[src/rtl/mdu_issue_ctrl_if.sv]
// Execute / MDU / writeback signal bundle for the MDU issue controller.
// slave = the controller, master = the surrounding pipeline and MDU.
interface mdu_issue_ctrl_if;
  logic        ex_valid_i;
  logic        ex_ready_o;
  logic [2:0]  ex_funct3_i;
  logic [4:0]  ex_rd_i;
  logic [31:0] ex_rs1_i;
  logic [31:0] ex_rs2_i;
  logic        flush_i;
  logic        mdu_valid_o;
  logic [2:0]  mdu_op_o;
  logic [31:0] mdu_rs1_o;
  logic [31:0] mdu_rs2_o;
  logic        mdu_ready_i;
  logic [31:0] mdu_rd_i;
  logic        wb_valid_o;
  logic        wb_ready_i;
  logic [4:0]  wb_rd_o;
  logic [31:0] wb_data_o;

  modport slave (
    input  ex_valid_i, ex_funct3_i, ex_rd_i, ex_rs1_i, ex_rs2_i, flush_i,
    input  mdu_ready_i, mdu_rd_i, wb_ready_i,
    output ex_ready_o, mdu_valid_o, mdu_op_o, mdu_rs1_o, mdu_rs2_o,
    output wb_valid_o, wb_rd_o, wb_data_o
  );

  modport master (
    output ex_valid_i, ex_funct3_i, ex_rd_i, ex_rs1_i, ex_rs2_i, flush_i,
    output mdu_ready_i, mdu_rd_i, wb_ready_i,
    input  ex_ready_o, mdu_valid_o, mdu_op_o, mdu_rs1_o, mdu_rs2_o,
    input  wb_valid_o, wb_rd_o, wb_data_o
  );
endinterface

[src/rtl/mdu_issue_ctrl.sv]
// Issue/writeback controller for the RV32M MDU: holds operands for the whole
// operation, resolves div-by-zero/overflow locally, drains on flush.
//
// state | meaning
// IDLE  | ready for a new M-op from execute
// ISSUE | one-cycle start pulse to the MDU
// WAIT  | operands held, waiting for the MDU done pulse (timed)
// WB    | result presented to writeback until accepted
// DRAIN | flushed op still running in the MDU; result discarded (timed)
module mdu_issue_ctrl #(
  parameter int TIMEOUT_CYCLES = 64,
  parameter bit FAST_PATH      = 1'b1
) (
  input  logic             clk,
  input  logic             rst_n,
  mdu_issue_ctrl_if.slave  bus,
  output logic             busy_o,
  output logic             err_o
);

  localparam logic [2:0] S_IDLE  = 3'd0;
  localparam logic [2:0] S_ISSUE = 3'd1;
  localparam logic [2:0] S_WAIT  = 3'd2;
  localparam logic [2:0] S_WB    = 3'd3;
  localparam logic [2:0] S_DRAIN = 3'd4;

  localparam int            TW       = $clog2(TIMEOUT_CYCLES + 1);
  localparam logic [TW-1:0] TMO_LOAD = TW'(TIMEOUT_CYCLES);

  logic [2:0]    state_q, state_d;
  logic          started_q;
  logic [2:0]    op_q;
  logic [4:0]    rd_q;
  logic [31:0]   rs1_q, rs2_q;
  logic [31:0]   data_q, data_d;
  logic [TW-1:0] tmr_q, tmr_d;

  logic          accept;
  logic          fast;
  logic [31:0]   fast_data;
  logic          rs2_zero, ovf, tmo, err;

  // started_q keeps ex_ready_o low until the first edge out of reset
  assign accept   = (state_q == S_IDLE) & started_q & bus.ex_valid_i & ~bus.flush_i;
  assign rs2_zero = (bus.ex_rs2_i == 32'h0);
  assign ovf      = (bus.ex_rs1_i == 32'h8000_0000) & (bus.ex_rs2_i == 32'hFFFF_FFFF);
  assign tmo      = (tmr_q == '0);

  always_comb begin
    fast      = 1'b0;
    fast_data = 32'h0;
    if (FAST_PATH) begin
      case (bus.ex_funct3_i)
        3'b100: begin
          if (rs2_zero) begin
            fast      = 1'b1;
            fast_data = 32'hFFFF_FFFF;
          end else if (ovf) begin
            fast      = 1'b1;
            fast_data = 32'h8000_0000;
          end
        end
        3'b101: begin
          if (rs2_zero) begin
            fast      = 1'b1;
            fast_data = 32'hFFFF_FFFF;
          end
        end
        3'b110: begin
          if (rs2_zero) begin
            fast      = 1'b1;
            fast_data = bus.ex_rs1_i;
          end else if (ovf) begin
            fast      = 1'b1;
            fast_data = 32'h0;
          end
        end
        3'b111: begin
          if (rs2_zero) begin
            fast      = 1'b1;
            fast_data = bus.ex_rs1_i;
          end
        end
        default: ;
      endcase
    end
  end

  always_comb begin
    state_d = state_q;
    data_d  = data_q;
    tmr_d   = tmr_q;
    err     = 1'b0;
    case (state_q)
      S_IDLE: begin
        if (accept) begin
          state_d = fast ? S_WB : S_ISSUE;
          if (fast) data_d = fast_data;
        end
      end
      S_ISSUE: begin
        tmr_d   = TMO_LOAD;
        state_d = bus.flush_i ? S_DRAIN : S_WAIT;
      end
      S_WAIT: begin
        tmr_d = tmr_q - 1'b1;
        err   = tmo & ~bus.mdu_ready_i;
        if (bus.flush_i) begin
          state_d = (bus.mdu_ready_i | tmo) ? S_IDLE : S_DRAIN;
        end else if (bus.mdu_ready_i) begin
          data_d  = bus.mdu_rd_i;
          state_d = S_WB;
        end else if (tmo) begin
          state_d = S_IDLE;
        end
      end
      S_DRAIN: begin
        tmr_d = tmr_q - 1'b1;
        err   = tmo & ~bus.mdu_ready_i;
        if (bus.mdu_ready_i | tmo) state_d = S_IDLE;
      end
      S_WB: begin
        if (bus.wb_ready_i | bus.flush_i) state_d = S_IDLE;
      end
      default: state_d = S_IDLE;
    endcase
  end

  always_ff @(posedge clk or negedge rst_n) begin
    if (!rst_n) begin
      state_q   <= S_IDLE;
      started_q <= 1'b0;
      op_q      <= 3'h0;
      rd_q      <= 5'h0;
      rs1_q     <= 32'h0;
      rs2_q     <= 32'h0;
      data_q    <= 32'h0;
      tmr_q     <= '0;
    end else begin
      state_q   <= state_d;
      started_q <= 1'b1;
      data_q    <= data_d;
      tmr_q     <= tmr_d;
      if (accept) begin
        op_q  <= bus.ex_funct3_i;
        rd_q  <= bus.ex_rd_i;
        rs1_q <= bus.ex_rs1_i;
        rs2_q <= bus.ex_rs2_i;
      end
    end
  end

  assign bus.ex_ready_o  = (state_q == S_IDLE) & started_q;
  assign bus.mdu_valid_o = (state_q == S_ISSUE);
  assign bus.mdu_op_o    = op_q;
  assign bus.mdu_rs1_o   = rs1_q;
  assign bus.mdu_rs2_o   = rs2_q;
  assign bus.wb_valid_o  = (state_q == S_WB);
  assign bus.wb_rd_o     = rd_q;
  assign bus.wb_data_o   = data_q;
  assign busy_o          = (state_q != S_IDLE);
  assign err_o           = err;

endmodule

[src/flat_wrapper.sv]
// flat-port wrapper written by rule: the top's interface ports become plain ports
module mdu_issue_ctrl_flat 
#(
  parameter int TIMEOUT_CYCLES = 64,
  parameter bit FAST_PATH      = 1'b1
)
  (clk, rst_n, busy_o, err_o, bus_ex_valid_i, bus_ex_funct3_i, bus_ex_rd_i, bus_ex_rs1_i, bus_ex_rs2_i, bus_flush_i, bus_mdu_ready_i, bus_mdu_rd_i, bus_wb_ready_i, bus_ex_ready_o, bus_mdu_valid_o, bus_mdu_op_o, bus_mdu_rs1_o, bus_mdu_rs2_o, bus_wb_valid_o, bus_wb_rd_o, bus_wb_data_o);
  mdu_issue_ctrl_if bus_i ();
  input  logic clk;
  input  logic rst_n;
  output logic busy_o;
  output logic err_o;
  input wire logic [$bits(bus_i.ex_valid_i)-1:0] bus_ex_valid_i;
  input wire logic [$bits(bus_i.ex_funct3_i)-1:0] bus_ex_funct3_i;
  input wire logic [$bits(bus_i.ex_rd_i)-1:0] bus_ex_rd_i;
  input wire logic [$bits(bus_i.ex_rs1_i)-1:0] bus_ex_rs1_i;
  input wire logic [$bits(bus_i.ex_rs2_i)-1:0] bus_ex_rs2_i;
  input wire logic [$bits(bus_i.flush_i)-1:0] bus_flush_i;
  input wire logic [$bits(bus_i.mdu_ready_i)-1:0] bus_mdu_ready_i;
  input wire logic [$bits(bus_i.mdu_rd_i)-1:0] bus_mdu_rd_i;
  input wire logic [$bits(bus_i.wb_ready_i)-1:0] bus_wb_ready_i;
  output wire logic [$bits(bus_i.ex_ready_o)-1:0] bus_ex_ready_o;
  output wire logic [$bits(bus_i.mdu_valid_o)-1:0] bus_mdu_valid_o;
  output wire logic [$bits(bus_i.mdu_op_o)-1:0] bus_mdu_op_o;
  output wire logic [$bits(bus_i.mdu_rs1_o)-1:0] bus_mdu_rs1_o;
  output wire logic [$bits(bus_i.mdu_rs2_o)-1:0] bus_mdu_rs2_o;
  output wire logic [$bits(bus_i.wb_valid_o)-1:0] bus_wb_valid_o;
  output wire logic [$bits(bus_i.wb_rd_o)-1:0] bus_wb_rd_o;
  output wire logic [$bits(bus_i.wb_data_o)-1:0] bus_wb_data_o;
  assign bus_i.ex_valid_i = bus_ex_valid_i;
  assign bus_i.ex_funct3_i = bus_ex_funct3_i;
  assign bus_i.ex_rd_i = bus_ex_rd_i;
  assign bus_i.ex_rs1_i = bus_ex_rs1_i;
  assign bus_i.ex_rs2_i = bus_ex_rs2_i;
  assign bus_i.flush_i = bus_flush_i;
  assign bus_i.mdu_ready_i = bus_mdu_ready_i;
  assign bus_i.mdu_rd_i = bus_mdu_rd_i;
  assign bus_i.wb_ready_i = bus_wb_ready_i;
  assign bus_ex_ready_o = bus_i.ex_ready_o;
  assign bus_mdu_valid_o = bus_i.mdu_valid_o;
  assign bus_mdu_op_o = bus_i.mdu_op_o;
  assign bus_mdu_rs1_o = bus_i.mdu_rs1_o;
  assign bus_mdu_rs2_o = bus_i.mdu_rs2_o;
  assign bus_wb_valid_o = bus_i.wb_valid_o;
  assign bus_wb_rd_o = bus_i.wb_rd_o;
  assign bus_wb_data_o = bus_i.wb_data_o;
  mdu_issue_ctrl #(.TIMEOUT_CYCLES(TIMEOUT_CYCLES), .FAST_PATH(FAST_PATH)) u_core (.clk(clk), .rst_n(rst_n), .bus(bus_i), .busy_o(busy_o), .err_o(err_o));
endmodule
[config.mk]
export PLATFORM = sky130hd
export DESIGN_NAME = mdu_issue_ctrl_flat
export DESIGN_NICKNAME = d
export VERILOG_FILES = /design/src/rtl/mdu_issue_ctrl_if.sv /design/src/rtl/mdu_issue_ctrl.sv /design/src/flat_wrapper.sv
export SDC_FILE = /design/constraint.sdc
export NUM_CORES = 1
export LEC_CHECK = 0
export ABC_CLOCK_PERIOD_IN_PS = 5300
export CORE_MARGIN = 2
export CORE_UTILIZATION = 47
export DETAILED_ROUTE_END_ITERATION = 8
export PLACE_DENSITY = 0.86
export SLEW_MARGIN = 20
export SYNTH_ARGS = -nofsm -noshare
export SYNTH_HDL_FRONTEND = slang
export SYNTH_SLANG_ARGS = --single-unit
[constraint.sdc]
create_clock -name clk -period 5.3 [get_ports clk]
set_input_delay 1.06 -clock clk [delete_from_list [all_inputs] [get_ports clk]]
set_output_delay 1.06 -clock clk [all_outputs]
set_load 0.03 [all_outputs]
==> key figures <==
Run status
  – Status: complete, no violations

Worst setup path
  – Crit-path slowest cell: clkdlybuf4s50_1
  – Worst Setup Start Kind: input port
  – Delay-heaviest family, CP: buffers and inverters
  – Peak fanout along the critical path: 5
  – RR Startpoint: u_core.tmr_q[0]
  – WP buf/inv: 2
  – Number of cells on the critical path: 3
  – Reg2reg path depth: 8
  – CP most frequent cell: clkdlybuf4s50_1
  – CP max stage delay: 0.73 ns
  – Data required, critical path: 4.24 ns
  – Kind of critical path: input port to output pin
  – Nature of the critical path endpoint: output pin
  – CP Cell Sequence: clkdlybuf4s50_1 -> nor3_1 -> clkdlybuf4s50_1
  – Crit path DAT: 2.57 ns
  – R2R Path End: u_core.bus.wb_data_o[27]
  – Crit path capture: err_o
  – CP Launch Point: bus_mdu_ready_i
  – Worst R2R Setup Slack: 2.73 ns

Global routing
  – All-Layer GR Usage: 26.2%
  – Vias in the first global route: 4,813
  – Overflow after GRT: 0
  – Pin count of the biggest net entering global routing: 66
  – First-pass GRT wire length: 25.7 mm
  – Initial antenna violation count: 0

Drt
  – Vias/cell: 5.55
  – Via count: 4,593
  – Number of DRC markers in iteration 0: 300
  – Drt first pass iters: 4
  – Final ANT Viol Nets: 0
  – Total Routed Length: 16.0 mm
  – Residual DRC: 0
  – WL/cell: 19.4 um

Die
  – Starting Density: 47.8%
  – Die area: 12,400 um2
  – Core Rows: 39
  – Die height: 112 um
  – Core Area: 11,400 um2
  – Die X: 112 um
  – # IOs: 219

Run
  – MaxCap Viol Count: 0

Finish
  – Fin area: 8250 um2
  – Fin util: 72.6%
  – Layout cell share with drive strength beyond 1: 16.7%
  – N_diodes: 0
  – Final-stage net count: 783
  – Area grow syn2layout: 52.0%

Power and ir drop
  – Switching Fraction: 39.4%
  – Max IR drop VDD: 425 uV
  – Power Internal: 3.11 mW
  – Sequential Power Share: 29.8%
  – Comb pwr share: 48.7%
  – Clock power share: 21.5%
  – Sw Pwr: 2.02 mW
  – Power per standard cell area: 621 nW/um2
  – LEAKAGE: 3.44 nW

CTS
  – Worst skew pair latency: 0.41 ns
  – Hold buffers post-CTS: 0
  – Post_cts resized: 0
  – CTS buffer count: 17
  – Root Buffer Master: clkbuf_16
  – Post-CTS setup repair buffer count: 0
  – H-tree depth: 4
  – Max clock buf depth: 2
  – Clock sink total: 115
  – CTS tree: done
  – Clock transition at path regs: 0.05 ns

Timing
  – Final slew viol count: 0
  – Worst Max-Slew Pin Slew: 1.03 ns
  – Peak Freq: 275 MHz
  – Max_slew headroom: 31.2%
  – Fin crit share: 68.5%
  – Final setup vio count: 0
  – Final Critical Period: 3.63 ns
  – Setup TNS Final: 0 ns
  – RSZ-0062 raised after global routing: false
  – Final hold violation count: 0
  – Skew final: 0.00978 ns

Synthesis
  – Asr flop ratio synth: 100%
  – EDFF count, synth: 0
  – Synth Register Bits: 115
  – Seq/Total Area, Yosys: 53.0%
  – Distinct cells, synth: 40
  – Main synth FF type: dfrtp_1
  – Post-Syn Nets: 570
  – Synth Cell Area: 5430 um2
  – Post-Syn Instances: 458
  – Post-Syn Area per Cell: 11.9 um2
  – Synth warn: 0

Place
  – Routability Congestion: 0.839
  – Hpwl dp: 11.6 mm
  – Post-DP Area: 7680 um2
  – I/O Buffers: 218

Hold path
  – HP Class: register to register
==> cell usage after synthesis, types with 2 or more instances <==
master / n / area [um2]
o41ai_1: 2 / 17.5
a31oi_1: 2 / 12.5
buf_4: 3 / 22.5
or3_1: 5 / 31.3
nor3_1: 4 / 20.0
o21ai_0: 8 / 40.0
ha_1: 2 / 25.0
nand2_1: 44 / 165
nor2b_1: 31 / 194
dfrtp_1: 115 / 2880
mux2i_1: 3 / 30.0
buf_2: 2 / 10.0
inv_1: 7 / 26.3
nand4_1: 11 / 68.8
and2_1: 2 / 12.5
clkbuf_1: 20 / 75.1
nor4_1: 13 / 81.3
o31ai_1: 31 / 233
nand3_1: 11 / 55.1
mux2_2: 74 / 833
buf_6: 3 / 33.8
nor2_1: 14 / 52.6
a21oi_1: 6 / 30.0
mux2_1: 29 / 327
==> metal layers <==
layer / global-route usage [%] / vias up / wire, um / share of wire [%]
li1: - / 2086 / - / -
met1: 31.6 / 2266 / 6430 / 40
met2: 43.2 / 201 / 7950 / 50
met3: 8.55 / 40 / 1160 / 7.3
met4: 11.6 / 0 / 477 / 3.0
met5: 0 / - / 0 / 0
==> kinds of logic (layout without fill, tap and decap cells) <==
group / after synthesis / after routing / synth area share [%]
AO/OA/AOI/OAI: 56 / 56 / 7.63
XOR/XNOR: 1 / 1 / 0.161
adder cells (fa/ha/maj): 2 / 2 / 0.461
flip-flops: 115 / 115 / 53.0
buffers and inverters: 35 / 261 / 3.09
AND/OR/NAND/NOR: 142 / 142 / 13.7
other: 1 / 1 / 0.0690
multiplexers: 106 / 106 / 21.9
==> power by group through the flow <==
stage	Clock, mW	Combinational, mW	Sequential [mW]
floorplan	0	0.727	2.23
global placement	0	2.44	1.50
detailed placement	0	2.50	1.53
CTS	1.12	2.51	1.52
global route	1.16	2.63	1.57
finish	1.10	2.50	1.53
==> layout by cell type, fill, tap and decap left out, types with 13 or more instances in the layout <==
cell type        instances
mux2_1                  29
clkbuf_16               17
nor2_1                  14
nor2b_1                 31
o31ai_1                 31
nand2_1                 44
mux2_2                  74
nor4_1                  13
clkdlybuf4s50_1        217
dfrtp_1                115
==> final cells by class <==
| type | count | area [um2] |
|---|---|---|
| Fill cell | 741 | 3120 |
| Sequential cell | 115 | 2880 |
| Multi-Input combinational cell | 308 | 2390 |
| Timing Repair Buffer | 222 | 2210 |
| Clock buffer | 23 | 468 |
| Tap cell | 143 | 179 |
| Clock inverter | 9 | 105 |
| Inverter | 7 | 26.3 |
==> how the worst min path moves through the flow <==
| stage | start | to | slack [ns] | cells past startpoint |
|---|---|---|---|---|
| finish | u_core.tmr_q[6] | u_core.tmr_q[6] | 0.47 | 1 |
| global route | u_core.tmr_q[6] | u_core.tmr_q[6] | 0.49 | 1 |
| CTS | u_core.tmr_q[6] | u_core.tmr_q[6] | 0.47 | 1 |
| detailed placement | u_core.tmr_q[6] | u_core.tmr_q[6] | 0.46 | 1 |
| global placement | u_core.tmr_q[6] | u_core.tmr_q[6] | 0.46 | 1 |
| floorplan | u_core.tmr_q[6] | u_core.tmr_q[6] | 0.44 | 1 |
==> through the flow <==
step | worst slack (ns) | hold slack, ns | power (mW) | instances
floorplan | 2.39 | 0.440 | 2.95 | 458
global placement | 1.62 | 0.457 | 3.94 | 795
detailed placement | 1.54 | 0.465 | 4.03 | 795
CTS | 1.67 | 0.471 | 5.16 | 827
global route | 1.64 | 0.488 | 5.36 | 827
finish | 1.67 | 0.474 | 5.13 | 827
==> state kept, by name, indices dropped and copies added, names as in the netlist <==
name and count:
u_core.bus.mdu_op_o 3, u_core.bus.mdu_rs1_o 32, u_core.bus.mdu_rs2_o 32, u_core.bus.wb_data_o 32, u_core.bus.wb_rd_o 5, u_core.started_q 1, u_core.state_q 3, u_core.tmr_q 7
Power figures use the tool's default switching activity.
